===== config.mk =====
export PLATFORM = sky130hd
export DESIGN_NAME = fetch_unit_flat
export DESIGN_NICKNAME = d
export VERILOG_FILES = /design/src/rtl/fetch_unit_pkg.sv /design/src/rtl/fetch_unit_if.sv /design/src/rtl/fetch_fifo.sv /design/src/rtl/fetch_unit.sv /design/src/flat_wrapper.sv
export SDC_FILE = /design/constraint.sdc
export NUM_CORES = 1
export LEC_CHECK = 0
export BUFFER_PORTS_ARGS = -buffer_cell sky130_fd_sc_hd__buf_2
export CORE_MARGIN = 2
export CORE_UTILIZATION = 53
export DETAILED_ROUTE_END_ITERATION = 10
export PLACE_DENSITY_LB_ADDON = 0.1
export SYNTH_ARGS = -nofsm -noshare
export SYNTH_HDL_FRONTEND = slang
export SYNTH_SLANG_ARGS = --single-unit

===== constraint.sdc =====
create_clock -name clk -period 4.85 [get_ports clk]
set_input_delay 0.7275 -clock clk [delete_from_list [all_inputs] [get_ports clk]]
set_output_delay 0.7275 -clock clk [all_outputs]
set_load 0.05 [all_outputs]

===== src/rtl/fetch_unit_pkg.sv =====
`default_nettype none
// ============================================================================
// Module      : fetch_unit_pkg
// Description : Shared constants, types and helpers for the fetch stage.
//               - c_RESET_PC      default first fetch address
//               - c_INSTR_ALIGN   required low two bits of a fetch target
//               - c_INSTR_WIDTH   instruction word width
//               - fault_cause_e   fault-cause encoding kept for a trap unit
// Revision    : 1.0 - initial release
// ============================================================================
package fetch_unit_pkg;

    localparam int unsigned c_RESET_PC    = 0;
    localparam logic [1:0]  c_INSTR_ALIGN = 2'b00;
    localparam int          c_INSTR_WIDTH = 32;

    // Not consumed inside the fetch stage yet; a trap unit will decode it.
    typedef enum logic [1:0] {
        FAULT_NONE       = 2'd0,
        FAULT_MISALIGNED = 2'd1,
        FAULT_RANGE      = 2'd2
    } fault_cause_e;

    function automatic logic is_aligned(input logic [1:0] low_bits);
        return low_bits == c_INSTR_ALIGN;
    endfunction

endpackage
`default_nettype wire


===== src/rtl/fetch_unit_if.sv =====
`default_nettype none
// ============================================================================
// Module      : fetch_unit_if
// Description : Fetch-to-decode valid/ready handshake.
//               instr_valid  fetch -> decode   entry present
//               instr_ready  decode -> fetch   entry accepted this cycle
//               instr        fetch -> decode   instruction word
//               instr_pc     fetch -> decode   PC of instr
//               master = fetch side, slave = decode side.
// Revision    : 1.0 - initial release
// ============================================================================
interface fetch_unit_if
    import fetch_unit_pkg::*;
#(
    parameter int OPD_WIDTH = 32
);
    logic                     instr_valid;
    logic                     instr_ready;
    logic [c_INSTR_WIDTH-1:0] instr;
    logic [OPD_WIDTH-1:0]     instr_pc;

    modport master (output instr_valid, output instr, output instr_pc,
                    input  instr_ready);
    modport slave  (input  instr_valid, input  instr, input  instr_pc,
                    output instr_ready);
endinterface
`default_nettype wire


===== src/rtl/fetch_fifo.sv =====
`default_nettype none
// ============================================================================
// Module      : fetch_fifo
// Description : Synchronous circular-buffer FIFO with flush.
//               clk, rst     clock, asynchronous active-high reset
//               flush        empty the buffer (wins over push)
//               push/wr_data write an entry
//               pop          consume the head (ignored when empty)
//               rd_data      head entry; holds last presented value when empty
//               valid        buffer not empty
//               count        number of stored entries
// Revision    : 1.0 - initial release
// ============================================================================
module fetch_fifo #(
    parameter int WIDTH = 8,
    parameter int DEPTH = 2,
    localparam int PW   = $clog2(DEPTH),
    localparam int CW   = $clog2(DEPTH + 1)
) (
    input  wire logic             clk,
    input  wire logic             rst,
    input  wire logic             flush,
    input  wire logic             push,
    input  wire logic [WIDTH-1:0] wr_data,
    input  wire logic             pop,
    output logic      [WIDTH-1:0] rd_data,
    output logic                  valid,
    output logic      [CW-1:0]    count
);

    logic [WIDTH-1:0] r_mem [DEPTH];
    logic [PW-1:0]    r_rd_ptr;
    logic [PW-1:0]    r_wr_ptr;
    logic [CW-1:0]    r_count;
    logic [WIDTH-1:0] r_hold;
    logic [WIDTH-1:0] w_head;
    logic             w_do_pop;
    logic             w_do_push;

    function automatic logic [PW-1:0] next_ptr(input logic [PW-1:0] p);
        return (p == PW'(DEPTH - 1)) ? '0 : p + PW'(1);
    endfunction

    assign w_do_pop  = pop & (r_count != '0) & ~flush;
    assign w_do_push = push & ~flush;

    // When empty, re-present whatever was last on the output.
    assign w_head  = (r_count != '0) ? r_mem[r_rd_ptr] : r_hold;
    assign rd_data = w_head;
    assign valid   = (r_count != '0);
    assign count   = r_count;

    always_ff @(posedge clk) begin
        if (w_do_push) begin
            r_mem[r_wr_ptr] <= wr_data;
        end
    end

    always_ff @(posedge clk or posedge rst) begin
        if (rst) begin
            r_rd_ptr <= '0;
            r_wr_ptr <= '0;
            r_count  <= '0;
            r_hold   <= '0;
        end else begin
            r_hold <= w_head;
            if (flush) begin
                r_rd_ptr <= '0;
                r_wr_ptr <= '0;
                r_count  <= '0;
            end else begin
                if (w_do_push) r_wr_ptr <= next_ptr(r_wr_ptr);
                if (w_do_pop)  r_rd_ptr <= next_ptr(r_rd_ptr);
                r_count <= r_count + CW'(w_do_push) - CW'(w_do_pop);
            end
        end
    end

    // The producer throttles itself on occupancy, so a push into a full
    // buffer without a simultaneous pop must never happen.
    a_no_overflow: assert property (@(posedge clk) disable iff (rst)
        !(w_do_push && !w_do_pop && r_count == CW'(DEPTH)));

endmodule
`default_nettype wire


===== src/rtl/fetch_unit.sv =====
`default_nettype none
// ============================================================================
// Module      : fetch_unit
// Description : Instruction fetch stage in front of program_memory. Owns the
//               PC, tracks the single in-flight fetch, buffers responses in a
//               small FIFO and presents them to decode via valid/ready.
//               clk, rst       clock, asynchronous active-high reset
//               mem_addr       byte address to program_memory (from pc reg)
//               mem_data       registered instruction word from memory
//               mem_pc         registered address echo from memory
//               redirect_en    taken branch/jump; flushes the pipeline
//               redirect_pc    new fetch target
//               dec            decode handshake (instr_valid/ready/instr/pc)
//               fetch_fault    sticky illegal-redirect flag
// Revision    : 1.0 - initial release
// ============================================================================
module fetch_unit
    import fetch_unit_pkg::*;
#(
    parameter int          OPD_WIDTH  = 32,
    parameter int          PC_WIDTH   = 12,
    parameter int unsigned RESET_PC   = c_RESET_PC,
    parameter int          FIFO_DEPTH = 2
) (
    input  wire logic                     clk,
    input  wire logic                     rst,
    output logic      [PC_WIDTH-1:0]      mem_addr,
    input  wire logic [c_INSTR_WIDTH-1:0] mem_data,
    input  wire logic [OPD_WIDTH-1:0]     mem_pc,
    input  wire logic                     redirect_en,
    input  wire logic [OPD_WIDTH-1:0]     redirect_pc,
    fetch_unit_if.master                  dec,
    output logic                          fetch_fault
);

    localparam int CW = $clog2(FIFO_DEPTH + 1);
    localparam int EW = c_INSTR_WIDTH + OPD_WIDTH;

    logic [PC_WIDTH-1:0] r_pc;
    logic                r_inflight;
    logic                r_fault;

    logic [CW-1:0]       w_count;
    logic [CW:0]         w_occ;
    logic                w_pop;
    logic                w_push;
    logic                w_issue;
    logic                w_flush;
    logic                w_bad_target;
    logic                w_hi_nonzero;
    logic [EW-1:0]       w_rd_data;

    generate
        if (OPD_WIDTH > PC_WIDTH) begin : g_hi_chk
            assign w_hi_nonzero = |redirect_pc[OPD_WIDTH-1:PC_WIDTH];
        end else begin : g_no_hi_chk
            assign w_hi_nonzero = 1'b0;
        end
    endgenerate

    // Once faulted, redirects are ignored entirely.
    assign w_flush      = redirect_en & ~r_fault;
    assign w_bad_target = w_flush & (~is_aligned(redirect_pc[1:0]) | w_hi_nonzero);

    assign w_pop  = dec.instr_valid & dec.instr_ready;
    assign w_push = r_inflight & ~w_flush;

    // Reserve a slot for the outstanding response so the FIFO can't overflow;
    // a same-cycle pop frees a slot, which keeps one-per-cycle throughput.
    assign w_occ   = {1'b0, w_count} + {{CW{1'b0}}, r_inflight};
    assign w_issue = ~redirect_en & ~r_fault &
                     ((w_occ - {{CW{1'b0}}, w_pop}) < (CW+1)'(FIFO_DEPTH));

    always_ff @(posedge clk or posedge rst) begin
        if (rst) begin
            r_pc       <= PC_WIDTH'(RESET_PC);
            r_inflight <= 1'b0;
            r_fault    <= 1'b0;
        end else begin
            r_inflight <= w_issue;
            if (w_bad_target) begin
                r_fault <= 1'b1;
            end
            if (w_flush && !w_bad_target) begin
                r_pc <= redirect_pc[PC_WIDTH-1:0];
            end else if (w_issue) begin
                r_pc <= r_pc + PC_WIDTH'(4);
            end
        end
    end

    fetch_fifo #(
        .WIDTH (EW),
        .DEPTH (FIFO_DEPTH)
    ) u_fifo (
        .clk     (clk),
        .rst     (rst),
        .flush   (w_flush),
        .push    (w_push),
        .wr_data ({mem_data, mem_pc}),
        .pop     (w_pop),
        .rd_data (w_rd_data),
        .valid   (dec.instr_valid),
        .count   (w_count)
    );

    assign dec.instr    = w_rd_data[EW-1:OPD_WIDTH];
    assign dec.instr_pc = w_rd_data[OPD_WIDTH-1:0];
    assign mem_addr     = r_pc;
    assign fetch_fault  = r_fault;

endmodule
`default_nettype wire


===== src/flat_wrapper.sv =====
// flat-port wrapper written by rule: the top's interface ports become plain ports
module fetch_unit_flat import fetch_unit_pkg::*;
#(
    parameter int          OPD_WIDTH  = 32,
    parameter int          PC_WIDTH   = 12,
    parameter int unsigned RESET_PC   = c_RESET_PC,
    parameter int          FIFO_DEPTH = 2
)
  (clk, rst, mem_addr, mem_data, mem_pc, redirect_en, redirect_pc, fetch_fault, dec_instr_valid, dec_instr, dec_instr_pc, dec_instr_ready);
  fetch_unit_if #(.OPD_WIDTH(OPD_WIDTH)) dec_i ();
  input  wire logic clk;
  input  wire logic rst;
  output logic      [PC_WIDTH-1:0] mem_addr;
  input  wire logic [c_INSTR_WIDTH-1:0] mem_data;
  input  wire logic [OPD_WIDTH-1:0] mem_pc;
  input  wire logic redirect_en;
  input  wire logic [OPD_WIDTH-1:0] redirect_pc;
  output logic fetch_fault;
  output wire logic [$bits(dec_i.instr_valid)-1:0] dec_instr_valid;
  output wire logic [$bits(dec_i.instr)-1:0] dec_instr;
  output wire logic [$bits(dec_i.instr_pc)-1:0] dec_instr_pc;
  input wire logic [$bits(dec_i.instr_ready)-1:0] dec_instr_ready;
  assign dec_instr_valid = dec_i.instr_valid;
  assign dec_instr = dec_i.instr;
  assign dec_instr_pc = dec_i.instr_pc;
  assign dec_i.instr_ready = dec_instr_ready;
  fetch_unit #(.OPD_WIDTH(OPD_WIDTH), .PC_WIDTH(PC_WIDTH), .RESET_PC(RESET_PC), .FIFO_DEPTH(FIFO_DEPTH)) u_core (.clk(clk), .rst(rst), .mem_addr(mem_addr), .mem_data(mem_data), .mem_pc(mem_pc), .redirect_en(redirect_en), .redirect_pc(redirect_pc), .dec(dec_i), .fetch_fault(fetch_fault));
endmodule

# After elaboration in Yosys (flattened, before gate mapping)
# Memories as Yosys holds them, arrays and structs flattened.
# Cells that the tools add are included.
# op_classes
order_cmp,1
bitwise,14
mux,12
n_addsub,7
n_reduce_logical,8
# ops
operator,count
$mux 64,1
$mux 12,2
$reduce_or 20->1,1
$add 12x3->12 const B,1
$and 1x1->1,9
$mux 1,8
$reduce_bool 2->1,4
$not 1->1,4
$add 2x1->3,1
$lt 3x2->1 const B,1
$sub 3x1->3,1
$add 1x1->1 const B,2
$add 2x1->2,1
$logic_not 2->1,1
$mux 2,1
$sub 2x1->2,1
$logic_and 1x1->1,1
$logic_not 1->1,1
$or 1x1->1,1
# totals
ff_bits,82
input_bits,100
mem_bits_rw,128
n_memories,1
word_cells,50
# mem_list
name,words,width,rd,rd_ports_with_merged_regs,write_ports,line,rtl
u_core.u_fifo.r_mem,2,64,1,0,1,fetch_fifo.sv:31,logic [WIDTH-1:0] r_mem [DEPTH];

# Depth between registers and ports, before layout
# depth
ltp_word,8
depth_mapped,13
ltp_nobuf,12

# By module
# From an unflattened synthesis, not the netlist that was laid out.
# unflattened
hier_cells,524
area_unflattened_um2,8157.8
# by_module_without_submodules
mod,seq_area_each_um2,cells_each,area_per_inst_um2,n_inst
fetch_fifo,5545.3,436,7282.0,1
fetch_unit,350.3,88,875.8,1

# Worst setup path after synthesis
# Ideal clock, no wire load.
# synth_timing
path_kind,reg2reg
startpoint,register u_core.r_fault (netlist: u_core.fetch_fault)
endpoint,"memory u_core.u_fifo.r_mem[0][0] (netlist bit), enable pin"
setup_time_ns,0.486
n_path_buf,0
period_less_slack_ns,4.085
slack_ns,0.765
stages_incl_launch_ff,4
arrival_ns,3.599
cell_sequence,dfrtp_1 -> nand2b_1 -> nand2_1 -> nor2_1
# synth_between
elab_chain_len,7
# synth_rtl
item,line,rtl
"start, declared",fetch_unit.sv:41,logic r_fault;
"start signal, assigned",fetch_unit.sv:78,r_fault <= 1'b0;
"start signal, assigned",fetch_unit.sv:82,r_fault <= 1'b1;
$not 1->1 *,fetch_unit.sv:62,assign w_flush = redirect_en & ~r_fault;
$and 1x1->1 *,fetch_unit.sv:62,
$not 1->1 *,"fetch_fifo.sv:45, fetch_unit.sv:66",
$and 1x1->1,fetch_unit.sv:66,assign w_push = r_inflight & ~w_flush;
$and 1x1->1 *,fetch_fifo.sv:45,assign w_do_push = push & ~flush;
$mux 1 *,fetch_fifo.sv:54,if (w_do_push) begin
$mux 1 (not written as such) *,fetch_fifo.sv:55,r_mem[r_wr_ptr] <= wr_data;
"end, declared",fetch_fifo.sv:31,
# Every way passes the cells marked *; elsewhere a longest branch is shown, timed or not.

# Final worst setup path
# layout_timing
startpoint,register u_core.u_fifo.r_count[1] (netlist: u_core.u_fifo.count[1])
endpoint,output dec_instr_pc[21]
# layout_between
elab_chain_len,2
# layout_rtl
item,line,rtl
"start, declared",fetch_fifo.sv:34,logic [CW-1:0] r_count;
"start signal, assigned",fetch_fifo.sv:74,r_count <= r_count + CW'(w_do_push) - CW'(w_do_pop);
$reduce_bool 2->1,fetch_fifo.sv:48,assign w_head = (r_count != '0) ? r_mem[r_rd_ptr] : r_hold;
$mux 64,fetch_fifo.sv:48,
"end, declared",flat_wrapper.sv:21,output wire logic [$bits(dec_i.instr_pc)-1:0] dec_instr_pc;
# No other way between the ends.

==> summary.txt <==
Port Buffer Count: 177
Final Cycle Share: 0.748
Hold-fix buffers, CTS: 0
maximum vdd drop: 574 uV
top_reg_cell synth: edfxtp_1
pins over their slew limit: 0
endpoints failing setup: 0
Hold Crit Class: input port to async pin
ys async rst share: 0.390
post-layout util: 0.663
Slew Limit Headroom: 0.315
RePlAce Congestion: 0.770
unrepaired setup endpoints after global routing: false
initial core utilization: 0.539
antenna violations before repair: 0
ant diodes: 0
CTS Sinks: 210
post-synthesis cell count: 516
H-tree levels: 1
Die X: 125 um
min cycle time layout: 3.63 ns
synth warn: 0
largest net degree at the start of global routing: 69
Final ANT Viol Nets: 0
buffer depth of the longest clock path: 3
Fin. Hold Viols: 0
Site Rows: 44
setup TNS: 0 ns
DRT iter0 DRCs: 390
later-pin clock latency in the skew report: 0.49 ns
Chip Height: 125 um
IO Pins: 178
Stages on worst setup path: 5
cells along the critical path: or2_4, buf_4, nor2_1, a21oi_1, buf_2
core area: 0.0145 sq mm
CP delay by family, top: buffers and inverters
Worst EP required: 4.12 ns
Multi-input gate area: 0.00178 sq mm
share of cells above drive strength 1: 0.315
vias in the first global route: 4910
leakage: 4.00 nW
Synth cell types: 35
maximum clock frequency: 276 MHz
crit path max fanout: 68
hpwl dp: 9.35 mm
die area: 0.0157 sq mm
Residual DRC: 0
Clk pin slew, worst setup/hold paths: 0.06 ns
Mapped Avg Cell Area: 15.1 sq um
gr ovfl total: 0
TritonRoute pass-1 iters: 4
Register-to-Register Path Depth: 12
Worst setup SP type: register
register area: 0.00590 sq mm
DR vias: 4716
EDFF count, synth: 128
CTS tree: yes
Crit path buffers/inverters: 2
Num CTS Buffers: 22
Worst path max stage delay: 0.66 ns
final net count: 801
Worst Setup End Kind: output pin
DRT Wirelength: 15.1 mm
Mapped Nets: 621
Layout fillers: 1088
critical path arrival: 2.90 ns
Slowest-stage cell, CP: buf_4
pwr/cell area: 691 mW/mm^2
Max-Cap Viols: 0
Vias per Instance: 5.26
CTS root buf: clkbuf_16
post-CTS resize count: 0
Least-Margin Pin Slew: 1.02 ns
synthesis-to-finish area growth: 23.0%
wire length per cell: 16.8 um
Synth Register Bits: 210
Cell Area, Synth: 0.00780 sq mm
Total GRT Usage: 0.192
Post-CTS Setup Bufs: 0
first-pass GRT wire length: 24.3 mm
kind of critical path: register to output pin
post-synthesis sequential area ratio: 0.756
Worst Skew: 0.00774 ns
status: completed
-- worst paths after layout --
path	end	slack [ns]	from
setup / recovery	dec_instr_pc[21]	1.22	u_core.u_fifo.count[1]$_DFF_PP0_
hold / removal	u_core.u_fifo.r_hold[32]$_DFF_PP0_	0.41	rst
setup reg to reg	u_core.mem_addr[6]$_DFFE_PP0P_	1.56	u_core.u_fifo.count[1]$_DFF_PP0_
hold reg to reg	u_core.mem_addr[0]$_DFFE_PP0P_	0.48	u_core.mem_addr[0]$_DFFE_PP0P_
max in group asynchronous	u_core.u_fifo.r_hold[28]$_DFF_PP0_	3.43	rst
min in group clk	u_core.u_fifo.r_mem[1][51]$_DFFE_PP_	0.42	mem_data[19]
-- kinds of logic after synthesis --
logic type,after synthesis,synth area share
adder cells (fa/ha/maj),5,0.00898
AO/OA/AOI/OAI,76,0.0504
multiplexers,64,0.0821
flip-flops,210,0.756
AND/OR/NAND/NOR,118,0.0712
buffers and inverters,31,0.0183
XOR/XNOR,12,0.0135
-- synth_stat cells, types with 5 or more instances --
library cell,count,area share
edfxtp_1,128,0.49
dfrtp_1,82,0.26
nor2_1,77,0.037
a21oi_1,71,0.046
mux2i_1,64,0.082
buf_2,12,0.0077
clkbuf_1,10,0.0048
xor2_1,8,0.0090
nand2_1,7,0.0034
nand3_1,6,0.0038
nand4_1,6,0.0048
inv_1,5,0.0024
-- registers in the layout (all words and copies together) (netlist names) --
| signal | count |
|---|---|
| u_core.r_inflight | 1 |
| u_core.mem_addr | 12 |
| u_core.u_fifo.r_rd_ptr | 1 |
| u_core.u_fifo.r_wr_ptr | 1 |
| u_core.u_fifo.r_mem | 128 |
| u_core.fetch_fault | 1 |
| u_core.u_fifo.count | 2 |
| u_core.u_fifo.r_hold | 64 |
-- report_power, final --
part,total (mW),internal (mW),switching [mW]
registers,2.40,2.20,0.207
clock network,1.68,1.04,0.642
logic,2.55,0.613,1.94
-- layout by cell type (no fill, tap or decap), drive strengths merged, types with 2 or more instances in the layout --
cell type / Yosys / routed
nor4: 3 / 3
inv: 6 / 5
clkbuf: 10 / 33
edfxtp: 128 / 128
a21o: 2 / 2
and4: 3 / 3
nand4: 6 / 6
and3: 3 / 3
nand3: 7 / 7
and2: 3 / 3
nor2: 78 / 78
mux2i: 64 / 64
bufinv: 0 / 2
a21oi: 71 / 71
or4: 2 / 2
clkinv: 0 / 5
ha: 4 / 4
xnor2: 4 / 4
buf: 15 / 181
xor2: 8 / 8
nand2b: 2 / 2
dfrtp: 82 / 82
nand2: 7 / 7
-- layer usage --
metal  global-route usage  wire, um  vias to the layer above
met4               0.0542       307                        0
li1                     -         -                     2235
met1                0.261      6530                     2307
met3               0.0368       783                       22
met2                0.322      7460                      152
met5                    0         0                        -
-- final cells by class --
class / instances / area share
Clock inverter: 7 / 0.00899
Sequential cell: 210 / 0.614
Clock buffer: 33 / 0.0680
Timing Repair Buffer: 181 / 0.0967
Tap cell: 184 / 0.0240
Multi-Input combinational cell: 275 / 0.185
Inverter: 6 / 0.00248
-- stage by stage --
stage | power [mW] | std cells | cell area, sq um | hold slack (ns) | setup WS (ns)
6_report | 6.63 | 896 | 9600 | 0.414 | 1.22
5_1_grt | 6.92 | 896 | 9600 | 0.408 | 0.984
4_1_cts | 6.69 | 896 | 9600 | 0.408 | 1.23
3_5_place_dp | 5.01 | 856 | 8860 | 0.466 | 1.56
3_3_place_gp | 4.96 | 856 | 8860 | 0.466 | 1.71
2_1_floorplan | 4.41 | 516 | 7800 | 0.516 | 0.765
(Power assumes the default switching activity.)
